[src/rtl/i2c_pkg.sv]
// Shared types and constants for the I2C register-map stage.
// Imported by the pointer sub-module and the register bank top.
package i2c_pkg;

  localparam int BYTE_W = 8;
  localparam logic [BYTE_W-1:0] INVALID_RD = 8'hFF;

  typedef enum logic [1:0] {
    IDLE,
    GET_PTR,
    WRITE_DATA
  } regbank_state_t;

endpackage

[src/rtl/i2c_reg_bank_reg_ptr.sv]
// Register pointer: load, auto-advance with wrap at the top of the map.
// An out-of-range pointer is sticky: advance requests leave it unchanged.
module reg_ptr
  import i2c_pkg::*;
#(
  parameter int NUM_REGS = 16
) (
  input  logic              clock,
  input  logic              reset_n,
  input  logic              load_i,
  input  logic [BYTE_W-1:0] load_val_i,
  input  logic              adv_i,
  output logic [BYTE_W-1:0] ptr_o,
  output logic              valid_o,
  output logic              moved_o
);

  localparam logic [BYTE_W:0] NREG =
    (BYTE_W+1)'(NUM_REGS);
  localparam logic [BYTE_W-1:0] LAST =
    BYTE_W'(NUM_REGS - 1);

  logic [BYTE_W-1:0] ptr_q, ptr_d;

  assign valid_o = {1'b0, ptr_q} < NREG;
  assign moved_o = load_i | (adv_i & valid_o);
  assign ptr_o   = ptr_q;

  always_comb begin
    ptr_d = ptr_q;
    if (load_i) begin
      ptr_d = load_val_i;
    end else if (adv_i && valid_o) begin
      ptr_d = (ptr_q == LAST) ? '0 : ptr_q + 8'd1;
    end
  end

  always_ff @(posedge clock or negedge reset_n) begin
    if (!reset_n) begin
      ptr_q <= '0;
    end else begin
      ptr_q <= ptr_d;
    end
  end

endmodule

[src/rtl/i2c_reg_bank.sv]
// Register-map stage behind the I2C slave: pointer byte, auto-increment
// writes and reads, read-only status registers fed from the fabric.
module i2c_reg_bank
  import i2c_pkg::*;
#(
  parameter int NUM_REGS = 16,
  parameter logic [NUM_REGS-1:0] RO_MASK = '0,
  parameter logic [NUM_REGS*BYTE_W-1:0] RESET_VAL = '0
) (
  input  logic                       clock,
  input  logic                       reset_n,
  input  logic                       txn_start,
  input  logic                       txn_stop,
  input  logic [BYTE_W-1:0]          rx_data,
  input  logic                       rx_valid,
  input  logic                       tx_req,
  output logic [BYTE_W-1:0]          tx_data,
  output logic                       tx_valid,
  input  logic                       hw_we,
  input  logic [BYTE_W-1:0]          hw_addr,
  input  logic [BYTE_W-1:0]          hw_wdata,
  output logic [NUM_REGS*BYTE_W-1:0] regs_out,
  output logic                       wr_pulse,
  output logic [BYTE_W-1:0]          wr_addr,
  output logic                       err
);

  localparam int AW =
    (NUM_REGS > 1) ? $clog2(NUM_REGS) : 1;
  localparam logic [BYTE_W:0] NREG =
    (BYTE_W+1)'(NUM_REGS);

  regbank_state_t state_q, state_d;

  logic [NUM_REGS-1:0][BYTE_W-1:0] regs_q;
  logic [BYTE_W-1:0] tx_data_q;
  logic              tx_valid_q;
  logic              wr_pulse_q, wr_pulse_d;
  logic [BYTE_W-1:0] wr_addr_q, wr_addr_d;
  logic              err_q, err_d;

  logic [BYTE_W-1:0] ptr;
  logic [AW-1:0]     idx, hw_idx;
  logic              ptr_ok, moved;
  logic              ld, adv, we;
  logic              ro_cur, hw_ok;
  logic              rx_go, tx_go;

  reg_ptr #(
    .NUM_REGS(NUM_REGS)
  ) u_ptr (
    .clock     (clock),
    .reset_n   (reset_n),
    .load_i    (ld),
    .load_val_i(rx_data),
    .adv_i     (adv),
    .ptr_o     (ptr),
    .valid_o   (ptr_ok),
    .moved_o   (moved)
  );

  assign idx    = ptr[AW-1:0];
  assign hw_idx = hw_addr[AW-1:0];
  assign ro_cur = ptr_ok & RO_MASK[idx];
  assign hw_ok  = hw_we
                & ({1'b0, hw_addr} < NREG)
                & RO_MASK[hw_idx];

  // Framing pulses own the cycle; a byte arriving with them is dropped.
  assign rx_go = rx_valid & ~txn_start & ~txn_stop;
  assign tx_go = tx_req & ~rx_valid;

  always_comb begin
    state_d    = state_q;
    err_d      = err_q;
    ld         = 1'b0;
    adv        = 1'b0;
    we         = 1'b0;
    wr_pulse_d = 1'b0;
    wr_addr_d  = wr_addr_q;
    if (rx_valid && tx_req) err_d = 1'b1;
    if (tx_go) begin
      if (ptr_ok) adv = 1'b1;
      else err_d = 1'b1;
    end
    if (rx_go) begin
      unique case (state_q)
        IDLE: err_d = 1'b1;
        GET_PTR: begin
          ld      = 1'b1;
          state_d = WRITE_DATA;
          if ({1'b0, rx_data} >= NREG) err_d = 1'b1;
        end
        WRITE_DATA: begin
          unique case (1'b1)
            !ptr_ok: err_d = 1'b1;
            ro_cur: begin
              err_d = 1'b1;
              adv   = 1'b1;
            end
            default: begin
              we         = 1'b1;
              adv        = 1'b1;
              wr_pulse_d = 1'b1;
              wr_addr_d  = ptr;
            end
          endcase
        end
        default: state_d = IDLE;
      endcase
    end
    if (txn_stop) state_d = IDLE;
    if (txn_start) begin
      state_d = GET_PTR;
      err_d   = 1'b0;
    end
  end

  always_ff @(posedge clock or negedge reset_n) begin
    if (!reset_n) begin
      state_q    <= IDLE;
      regs_q     <= RESET_VAL;
      tx_data_q  <= RESET_VAL[BYTE_W-1:0];
      tx_valid_q <= 1'b1;
      wr_pulse_q <= 1'b0;
      wr_addr_q  <= '0;
      err_q      <= 1'b0;
    end else begin
      state_q    <= state_d;
      wr_pulse_q <= wr_pulse_d;
      wr_addr_q  <= wr_addr_d;
      err_q      <= err_d;
      tx_data_q  <= ptr_ok ? regs_q[idx] : INVALID_RD;
      tx_valid_q <= ~moved;
      if (we) regs_q[idx] <= rx_data;
      if (hw_ok) regs_q[hw_idx] <= hw_wdata;
    end
  end

  assign regs_out = regs_q;
  assign tx_data  = tx_data_q;
  assign tx_valid = tx_valid_q;
  assign wr_pulse = wr_pulse_q;
  assign wr_addr  = wr_addr_q;
  assign err      = err_q;

endmodule

[config.mk]
export PLATFORM = sky130hd
export DESIGN_NAME = i2c_reg_bank
export DESIGN_NICKNAME = d
export VERILOG_FILES = /design/src/rtl/i2c_pkg.sv /design/src/rtl/i2c_reg_bank_reg_ptr.sv /design/src/rtl/i2c_reg_bank.sv
export SDC_FILE = /design/constraint.sdc
export NUM_CORES = 1
export LEC_CHECK = 0
export ABC_AREA = 0
export BUFFER_PORTS_ARGS = -buffer_cell sky130_fd_sc_hd__buf_2
export CAP_MARGIN = 20
export CORE_MARGIN = 1.5
export CORE_UTILIZATION = 40
export CTS_CLUSTER_SIZE = 8
export DETAILED_ROUTE_END_ITERATION = 10
export PLACE_DENSITY = 0.63
export SYNTH_ARGS = -nofsm -noshare
export SYNTH_HDL_FRONTEND = slang
export SYNTH_HIERARCHICAL = 1
export SYNTH_SLANG_ARGS = --single-unit
[constraint.sdc]
create_clock -name clock -period 4.85 [get_ports clock]
set_clock_uncertainty 0.2 [all_clocks]
set_input_delay 0.485 -clock clock [delete_from_list [all_inputs] [get_ports clock]]
set_output_delay 0.485 -clock clock [all_outputs]
set_load 0.05 [all_outputs]
==> impl_metrics.toml, run 1 <==
[worst_setup_path]
cpLargestDelayFamily = "simple AND/OR/NAND/NOR gates"
arrival_ns = 3.52
setup.worst_path.class = "register to register"
worstSetupStartpointType = "register"
cp_num_buf_inv = 0
crit_path_cell_trace = "nor4_4, and2_1, nand2_4, nor3_2, mux2_2"
cp_slowest_cell = "nor4_4"
crit_path_max_fanout = 26
cp.required_ns = 4.96
endpoint_kind = "register"
max_stage_delay_ns = 0.85

[clock_tree]
clock_path_buffers = 2
clk_pin_slew_worst_paths_ns = 0.06
clock_latency_ns = 0.43
cts_tree = "built"
cts_inserted_buffers = 17
clockRootBuffer = "clkbuf_16"
ctsResizeCount = 0
clock_sinks = 157
htreeDepth = 4

[pwr]
ir_drop_mv = 0.270
power_w = 0.00341
power_density_nw_per_um2 = 384
leakagePower_nw = 4.65

[routing]
drcViolationCount = 0
drt_iter0_markers = 243
vias = 5007
drt_first_pass_iters = 5
via_per_inst = 5.54
drt-total-wl_um = 20000
ant_nets = 0
wl_per_cell_um = 22.2

[sta]
setup_tns_ns = 0
maxSlewHeadroom_pct = 32.0
worstMarginPinSlew_ns = 1.02
final-max-slew-violation-count = 0
period_share_pct = 70.3
setup_ws_ns = 1.44
setup_violations = 0
final_hold_viol_count = 0
fmax_mhz = 293
post-route-min-period_ns = 3.41
rsz0062_at_grt = "no"
whs_ns = 0.122

[floorplanning]
die_height_um = 138
die-width_um = 138
num_io_pins = 178
start_util_pct = 40.7
dieArea_um2 = 19100
rows = 49
core_um2 = 18000

[grt]
grt_pass1_wl_um = 31100
grt_start_max_net_pins = 90
first_global_vias = 5218
gr-usage-all-layers_pct = 21.3
grt_overflow = 0
grt_antenna_before_repair = 0

[logic_synthesis]
yosysSeqAreaShare_pct = 53.7
synthCells = 510
ys_seq_elements = 157
syn-num-nets = 542
synth_area_leaders = "dfrtp_1 (53%), mux2_2 (25%), mux2i_1 (3.3%)"
synthFlopType = "dfrtp_1"
yosys_warnings = 6
synthDistinctLibCells = 43
synth_edf_count = 0
netlist_area_um2 = 7320
synth.top_cell.area_share_pct = 53.4
synth_area_per_cell_um2 = 14.3
synthArstFlopShare_pct = 100
yosys.area.top_type = "dfrtp_1"

[layout]
layout_commonest_cell = "mux2_2"
fin_nets = 694
drive_gt1_share_pct = 57.9
area_delta_synth_final_pct = 21.6
fin_util_pct = 49.5
final_cell_mix = "mux2_2 (163), buf_2 (159), dfrtp_1 (155)"
num_antenna_cells = 0

[place]
pre_cts_slack_ns = 1.46
gp_congestion = 0.811
dpl.hpwl_um = 14000
io_buffers = 160

[flow_run]
cap_viol_max_count = 0

[run_status]
outcome = "finished, final reports clean"

[hold_path]
hold_class = "primary input to register"
final cells by class:
class | instances | area, µm²
fillers | 1603 | 9060
flip-flops and latches | 157 | 3930
multi-input cells | 314 | 3220
repair buffers | 166 | 855
clock buffers | 22 | 464
well taps | 229 | 287
clock inverters | 10 | 115
inverters | 6 | 22.5
routing by layer:
metal,track usage [%],wire [µm]
met4,6.76,444
met2,34.5,9800
met5,0,0
met3,5.92,1150
met1,27.9,8640
cell families after synthesis:
family,count (synthesis),share of synthesized area [%]
muxes,195,30.8
and+or+nand+nor,72,8.64
adders and majority gates,1,0.171
buffers and inverters,39,2.31
AOI/OAI and AO/OA,45,4.22
DFF,157,53.7
xor gates and xnor gates,1,0.120
power breakdown:
part	switching [W]	internal, W
Sequential	0.000131	0.00135
Combinational	0.000420	0.000206
Clock	0.000522	0.000783
through the flow:
stage	cell area [µm²]	std cells
floorplan	7320	510
global placement	8310	871
detailed placement	8310	871
CTS	8900	904
global route	8900	904
finish	8900	904
cells in the mapped netlist (all sizes together) (2+ instances only):
| cell type | count |
|---|---|
| nand4 | 9 |
| mux4 | 8 |
| and4 | 2 |
| a21oi | 11 |
| nor2b | 3 |
| nor3 | 11 |
| buf | 25 |
| and3 | 2 |
| a22oi | 16 |
| nand2b | 6 |
| nand2 | 7 |
| mux2i | 24 |
| mux2 | 163 |
| clkbuf | 8 |
| nor2 | 6 |
| or2 | 2 |
| inv | 6 |
| o21ai | 2 |
| nor4 | 9 |
| nand3 | 8 |
| o211ai | 9 |
| dfrtp | 156 |
| and2 | 4 |
state kept, by name (all words and copies together) (netlist names):
register / count
err: 1
regs_out: 128
state_q: 2
tx_data: 8
tx_valid: 1
u_ptr/ptr_o: 8
wr_addr: 8
wr_pulse: 1
path summary, 6_finish.rpt:
check / end / startpoint / slack (ns) / depth (start not counted)
min in group asynchronous: regs_out[20] / reset_n / 0.50 / 2
hold / removal: err / txn_start / 0.12 / 2
setup / recovery: regs_out[57] / u_ptr/ptr_o[6] / 1.44 / 5
setup reg to reg: regs_out[57] / u_ptr/ptr_o[6] / 1.44 / 5
max in group asynchronous: regs_out[66] / reset_n / 2.93 / 3
hold reg to reg: wr_addr[4] / wr_addr[4] / 0.31 / 1
timing repair:
item                      CTS  global route
hold buffers                1             0
hold endpoints to repair   87             0
buffers inserted            0             0
(Power assumes the default switching activity.)
==> run 2: changes to the inputs <==
--- a/config.mk
+++ b/config.mk
@@ -12,7 +12,7 @@
 export CORE_UTILIZATION = 40
 export CTS_CLUSTER_SIZE = 8
 export DETAILED_ROUTE_END_ITERATION = 10
-export PLACE_DENSITY = 0.63
+export PLACE_DENSITY = 0.65
 export SYNTH_ARGS = -nofsm -noshare
 export SYNTH_HDL_FRONTEND = slang
 export SYNTH_HIERARCHICAL = 1
==> constraint.sdc (replaced) <==
create_clock -name clock -period 3 [get_ports clock]
set_clock_uncertainty 0.2 [all_clocks]
set_input_delay 0.3 -clock clock [delete_from_list [all_inputs] [get_ports clock]]
set_output_delay 0.3 -clock clock [all_outputs]
set_load 0.05 [all_outputs]
==> run 2 against run 1 <==
Compared with the run above: routed wire length is 0.97% higher; clock-buffer cell count is 3 higher; via count is 0.98% lower; register-to-register slack worse by 1.2 ns; final area is 1.9% higher; non-clock buffer count is 14 higher; combinational power is 76% higher; die area stayed put; flip-flop and latch count stayed put; first-iteration DRC count is 15% lower; worst setup slack worse by 1.2 ns; core utilization is 0.93 points higher.
==> impl_metrics.toml, run 2 (same netlist as run 1, synthesis figures left out) <==
[layout]
largest_reg_flops = 128
final_cell_mix = "mux2_2 (163), buf_2 (159), dfrtp_1 (155)"
fin_nets = 708
area_delta_synth_final_pct = 23.9
layout_commonest_cell = "mux2_2"
design_area_um2 = 9060
num_antenna_cells = 0
drive_gt1_share_pct = 58.2

[routing]
via_per_inst = 5.40
drt_first_pass_iters = 4
drcViolationCount = 0
ant_nets = 0
drt_iter0_markers = 206
wl_per_cell_um = 22.0
drt-total-wl_um = 20200
vias = 4958

[place]
io_buffers = 160
placed_cell_area_um2 = 8420
pre_cts_slack_ns = 0.329
dpl.hpwl_um = 14300
gp_congestion = 0.822

[flow_run]
cap_viol_max_count = 0

[pwr]
p_comb_share_pct = 19.5
p_seq_share_pct = 41.3
p_switching_w = 0.00171
ir_drop_mv = 0.457
switching_share_pct = 30.2
power_density_nw_per_um2 = 623
leakagePower_nw = 4.75
clockPowerShare_pct = 39.2
p_int_w = 0.00394

[worst_setup_path]
crit_path_max_fanout = 26
reg2reg_to = "regs_out[34]"
arrival_ns = 2.82
r2r_start = "u_ptr/ptr_o[6]"
worstSetupStartpointType = "primary input"
setup.worst_path.class = "primary input to register"
cp.required_ns = 3.10
cp_num_buf_inv = 2
worstRegToRegCells = 5
reg2reg_setup_slack_ns = 0.29
max_stage_delay_ns = 0.66
endpoint_kind = "register"
cp_slowest_cell = "nor4_4"
cpLargestDelayFamily = "simple AND/OR/NAND/NOR gates"
crit_path_cell_trace = "dlygate4sd3_1, buf_2, nor4b_4, nand2_4, nor4_4, mux2_2"

[floorplanning]
dieArea_um2 = 19100
die-width_um = 138
core_um2 = 18000
num_io_pins = 178
start_util_pct = 40.7
rows = 49
die_height_um = 138

[clock_tree]
clock_latency_ns = 0.42
clockRootBuffer = "clkbuf_16"
clock_path_buffers = 2
cts_tree = "built"
cts_inserted_buffers = 17
htreeDepth = 4
clock_sinks = 157
clk_pin_slew_worst_paths_ns = 0.06

[sta]
post-route-min-period_ns = 2.72
period_share_pct = 90.7
worstMarginPinSlew_ns = 0.770
fmax_mhz = 368
final_hold_viol_count = 0
maxSlewHeadroom_pct = 48.1
setup_ws_ns = 0.279
final-max-slew-violation-count = 0
rsz0062_at_grt = "no"
setup_violations = 0
setup_tns_ns = 0

[hold_path]
min_to = "state_q[0]"
hold_start = "rx_valid"
hold_class = "primary input to register"
hold_path_depth = 3

[grt]
gr-usage-all-layers_pct = 21.9
grt_antenna_before_repair = 0
grt_pass1_wl_um = 31900
grt_start_max_net_pins = 74
grt_overflow = 0
first_global_vias = 5283

[run_status]
outcome = "finished, final reports clean"
-- run 2: cell types whose count changed in the layout (fill, tap and decap cells not counted), sizes merged --
| cell | delta |
|---|---|
| clkinv | -2 |
| clkbuf | +3 |
| dlygate4sd3 | +3 |
| clkinvlp | -2 |
| buf | +11 |
| bufinv | +1 |
-- run 2: worst max path at each step --
stage                         from        endpoint  depth (start not counted)
global route        u_ptr/ptr_o[6]    regs_out[36]                          5
CTS                       txn_stop    regs_out[36]                          6
detailed placement  u_ptr/ptr_o[6]    regs_out[36]                          5
floorplan           u_ptr/ptr_o[6]  u_ptr/ptr_o[3]                          9
global placement    u_ptr/ptr_o[6]    regs_out[34]                          5
finish                    txn_stop    regs_out[34]                          6
-- run 2: through the flow --
| stage | hold slack [ns] | utilization [%] | instances | power [W] |
|---|---|---|---|---|
| floorplan | -0.196 | - | 510 | 0.00313 |
| global placement | 0.165 | 46.9 | 882 | 0.00346 |
| detailed placement | 0.187 | 46.9 | 882 | 0.00347 |
| CTS | 0.0150 | 50.5 | 918 | 0.00570 |
| global route | 0.0413 | 50.5 | 918 | 0.00586 |
| finish | 0.0359 | 50.5 | 918 | 0.00565 |
-- run 2: what timing repair did --
action | CTS | global route
endpoints found under the hold margin | 74 | 0
hold buffers | 4 | 0
resized for setup | 0 | 0
buffers inserted | 0 | 0
-- run 2: power groups by stage --
stage | logic, W | clock network [W] | registers (W)
final | 0.00110 | 0.00221 | 0.00233
after global routing | 0.00117 | 0.00234 | 0.00235
after CTS | 0.00111 | 0.00226 | 0.00233
after detailed placement | 0.00110 | 0 | 0.00237
after global placement | 0.00109 | 0 | 0.00237
after floorplan | 0.000725 | 0 | 0.00240
-- run 2: worst register-to-register path, delay by kind of cell (launching register included) --
| kind | cells | cell delay (ns) |
|---|---|---|
| and+or+nand+nor | 4 | 1.57 |
| DFF | 1 | 0.41 |
| muxes | 1 | 0.41 |
-- run 2: final cells by class --
class                   instances  area, µm²
flip-flops and latches        157       3930
fillers                      1574       8900
inverters                       6       22.5
clock buffers                  25        495
repair buffers                180        992
multi-input cells             314       3220
clock inverters                 7        113
well taps                     229        287
-- run 2: layer usage --
| layer | track usage, % | share of wire, % | up-vias |
|---|---|---|---|
| met5 | 0 | 0 | - |
| met1 | 29.4 | 44 | 2536 |
| met3 | 5.89 | 5.4 | 38 |
| li1 | - | - | 2228 |
| met4 | 11.1 | 4.1 | 0 |
| met2 | 32.7 | 46 | 156 |
==> run 3: changes to the inputs <==
--- a/config.mk
+++ b/config.mk
@@ -5,7 +5,7 @@
 export SDC_FILE = /design/constraint.sdc
 export NUM_CORES = 1
 export LEC_CHECK = 0
-export ABC_AREA = 0
+export ABC_AREA = 1
 export BUFFER_PORTS_ARGS = -buffer_cell sky130_fd_sc_hd__buf_2
 export CAP_MARGIN = 20
 export CORE_MARGIN = 1.5
@@ -13,6 +13,7 @@
 export CTS_CLUSTER_SIZE = 8
 export DETAILED_ROUTE_END_ITERATION = 10
 export PLACE_DENSITY = 0.65
+export SLEW_MARGIN = 20
 export SYNTH_ARGS = -nofsm -noshare
 export SYNTH_HDL_FRONTEND = slang
 export SYNTH_HIERARCHICAL = 1
==> run 3 against run 2 <==
Compared with the run above: synthesized area up 3.8%; register-to-register slack better by 0.26 ns; highest routed layer unchanged; global-route usage rose by 2.5 points; routed wire length increased by 18%; first-iteration DRC count rose to 3.5 times the previous value; power up 17%; critical path depth increased by 1; clock power rose by 5%; sequential power rose by 6%; die area up 3.7%; hold slack got worse by 0.029 ns; worst setup slack improved by 0.27 ns.
==> impl_metrics.toml, run 3 <==
[run_status]
outcome = "finished, final reports clean"

[clock_tree]
clk_pin_slew_worst_paths_ns = 0.06
clock_latency_ns = 0.43
cts_post_setup_buffers_inserted = 0
htreeDepth = 4
ctsResizeCount = 0
cts_inserted_buffers = 17
cts_tree = "built"
clock_path_buffers = 2
clock_sinks = 157
clockRootBuffer = "clkbuf_16"
ctsHoldBuffers = 2

[hold_path]
hold_path_depth = 3
hold_class = "primary input to register"

[layout]
area_delta_synth_final_pct = 21.5
fin_util_pct = 49.5
fin_nets = 1202
largest_reg_flops = 128
layout_commonest_cell = "nand2_1"
fillCellCount = 1866
drive_gt1_share_pct = 20.7
num_antenna_cells = 0
instances_no_fill = 1415
design_area_um2 = 9220
final_cell_mix = "nand2_1 (597), buf_2 (159), dfrtp_1 (155)"

[routing]
drcViolationCount = 0
wl_per_cell_um = 16.8
via_per_inst = 5.02
ant_nets = 0
drt-total-wl_um = 23800
drt_iter0_markers = 718
vias = 7102
drt_first_pass_iters = 6

[logic_synthesis]
synthTopCellsByCount = "nand2_1 (597), dfrtp_1 (156), o21ai_1 (60), nand3_1 (42), nor2_1 (33)"
synthCells = 1021
yosys.area.top_type = "dfrtp_1"
syn-num-nets = 1053
netlist_area_um2 = 7590
synth.top_cell.area_share_pct = 51.4
synth_edf_count = 0
synthArstFlopShare_pct = 100
synthDistinctLibCells = 30
yosysMostFrequentCell = "nand2_1"
synth_area_leaders = "dfrtp_1 (51%), nand2_1 (30%), o21ai_1 (4.0%)"
yosys_warnings = 6
ys_seq_elements = 157
synth_area_per_cell_um2 = 7.44
yosysSeqAreaShare_pct = 51.8
synthFlopType = "dfrtp_1"

[grt]
gr-usage-all-layers_pct = 24.4
first_global_vias = 6546
grt_pass1_wl_um = 36700
grt_antenna_before_repair = 0
grt_start_max_net_pins = 54
grt_overflow = 0

[sta]
period_share_pct = 81.7
rsz0062_at_grt = "no"
post-route-min-period_ns = 2.45
fmax_mhz = 408
worstMarginPinSlew_ns = 0.612
setup_violations = 0
maxSlewHeadroom_pct = 59.2
setup_tns_ns = 0
final_hold_viol_count = 0
final-max-slew-violation-count = 0
setup_ws_ns = 0.549

[place]
pre_cts_slack_ns = 0.604
io_buffers = 160
dpl.hpwl_um = 16700
gp_congestion = 0.874
placed_cell_area_um2 = 8580
dp.cells = 1383

[worst_setup_path]
cp.required_ns = 3.09
setup.worst_path.class = "register to register"
crit_path_max_fanout = 25
worstSetupStartpointType = "register"
arrival_ns = 2.54
worstRegToRegCells = 7
endpoint_kind = "register"

[flow_run]
cap_viol_max_count = 0

[floorplanning]
die-width_um = 141
die_height_um = 141
dieArea_um2 = 19800
rows = 50
core_um2 = 18600
num_io_pins = 178
start_util_pct = 40.7

[pwr]
ir_drop_mv = 0.396
power_density_nw_per_um2 = 715
leakagePower_nw = 5.34
## run 3: changes by cell type after synthesis, sizes merged, moves of 16 or more
| cell | delta |
|---|---|
| nand2 | +599 |
| nor2 | +33 |
| mux2i | -24 |
| nand3 | +39 |
| mux2 | -163 |
| a22oi | -16 |
| o21ai | +67 |
| inv | +31 |
## run 3: cells by family (layout without fill, tap and decap cells)
group	Yosys count	in the layout	synth area share, %
AND/OR/NAND/NOR	705	705	38.2
AO/OA/AOI/OAI	73	73	4.86
adder cells (fa/ha/maj)	1	1	0.165
flip-flops	157	157	51.8
buffers and inverters	85	245	5.04
## run 3: layout make-up
type                            instances  area (µm²)  share of cell area (%)
Sequential cell                       157        3930                    42.6
Multi-Input combinational cell        779        3280                    35.6
Inverter                               38         148                    1.60
Tap cell                              234         293                    3.17
Timing Repair Buffer                  177         952                    10.3
Clock buffer                           22         454                    4.92
Clock inverter                          8         165                    1.79
## run 3: path summary, 6_finish.rpt
kind                                      end            from  slack [ns]
worst max-delay path             regs_out[53]  u_ptr/ptr_o[0]        0.55
worst min-delay path                      err          tx_req       0.007
worst max register to register   regs_out[53]  u_ptr/ptr_o[0]        0.55
worst min register to register     wr_addr[5]      wr_addr[5]        0.27
max in group asynchronous       regs_out[127]         reset_n        1.60
min in group asynchronous        regs_out[59]         reset_n        0.20
## run 3: stage by stage
stage / hold slack (ns) / total power, W
2_1_floorplan: -0.196 / 0.00373
3_3_place_gp: 0.0786 / 0.00427
3_5_place_dp: 0.0751 / 0.00430
4_1_cts: 0.0115 / 0.00661
5_1_grt: 0.0367 / 0.00687
6_report: 0.00663 / 0.00660
## run 3: per-layer routing
layer	wire [µm]	track usage, %	share of wire, %
met5	0	0	0
met3	1850	4.79	7.8
met1	10600	34.3	44
met4	520	7.79	2.2
met2	10900	38.1	46
## run 3: critical path, cell delays in order, from the launching register on
cell and delay, ns:
dfrtp_2 0.58, inv_2 0.11, buf_4 0.29, nand2_1 0.21
inv_2 0.21, nand3_1 0.45, nand2_1 0.19, o21ai_1 0.08
## run 3: report_power, final
group,switching [W],internal (W)
clock,0.000838,0.00149
sequential,0.000201,0.00227
combinational,0.00143,0.000375
total,0.00247,0.00413
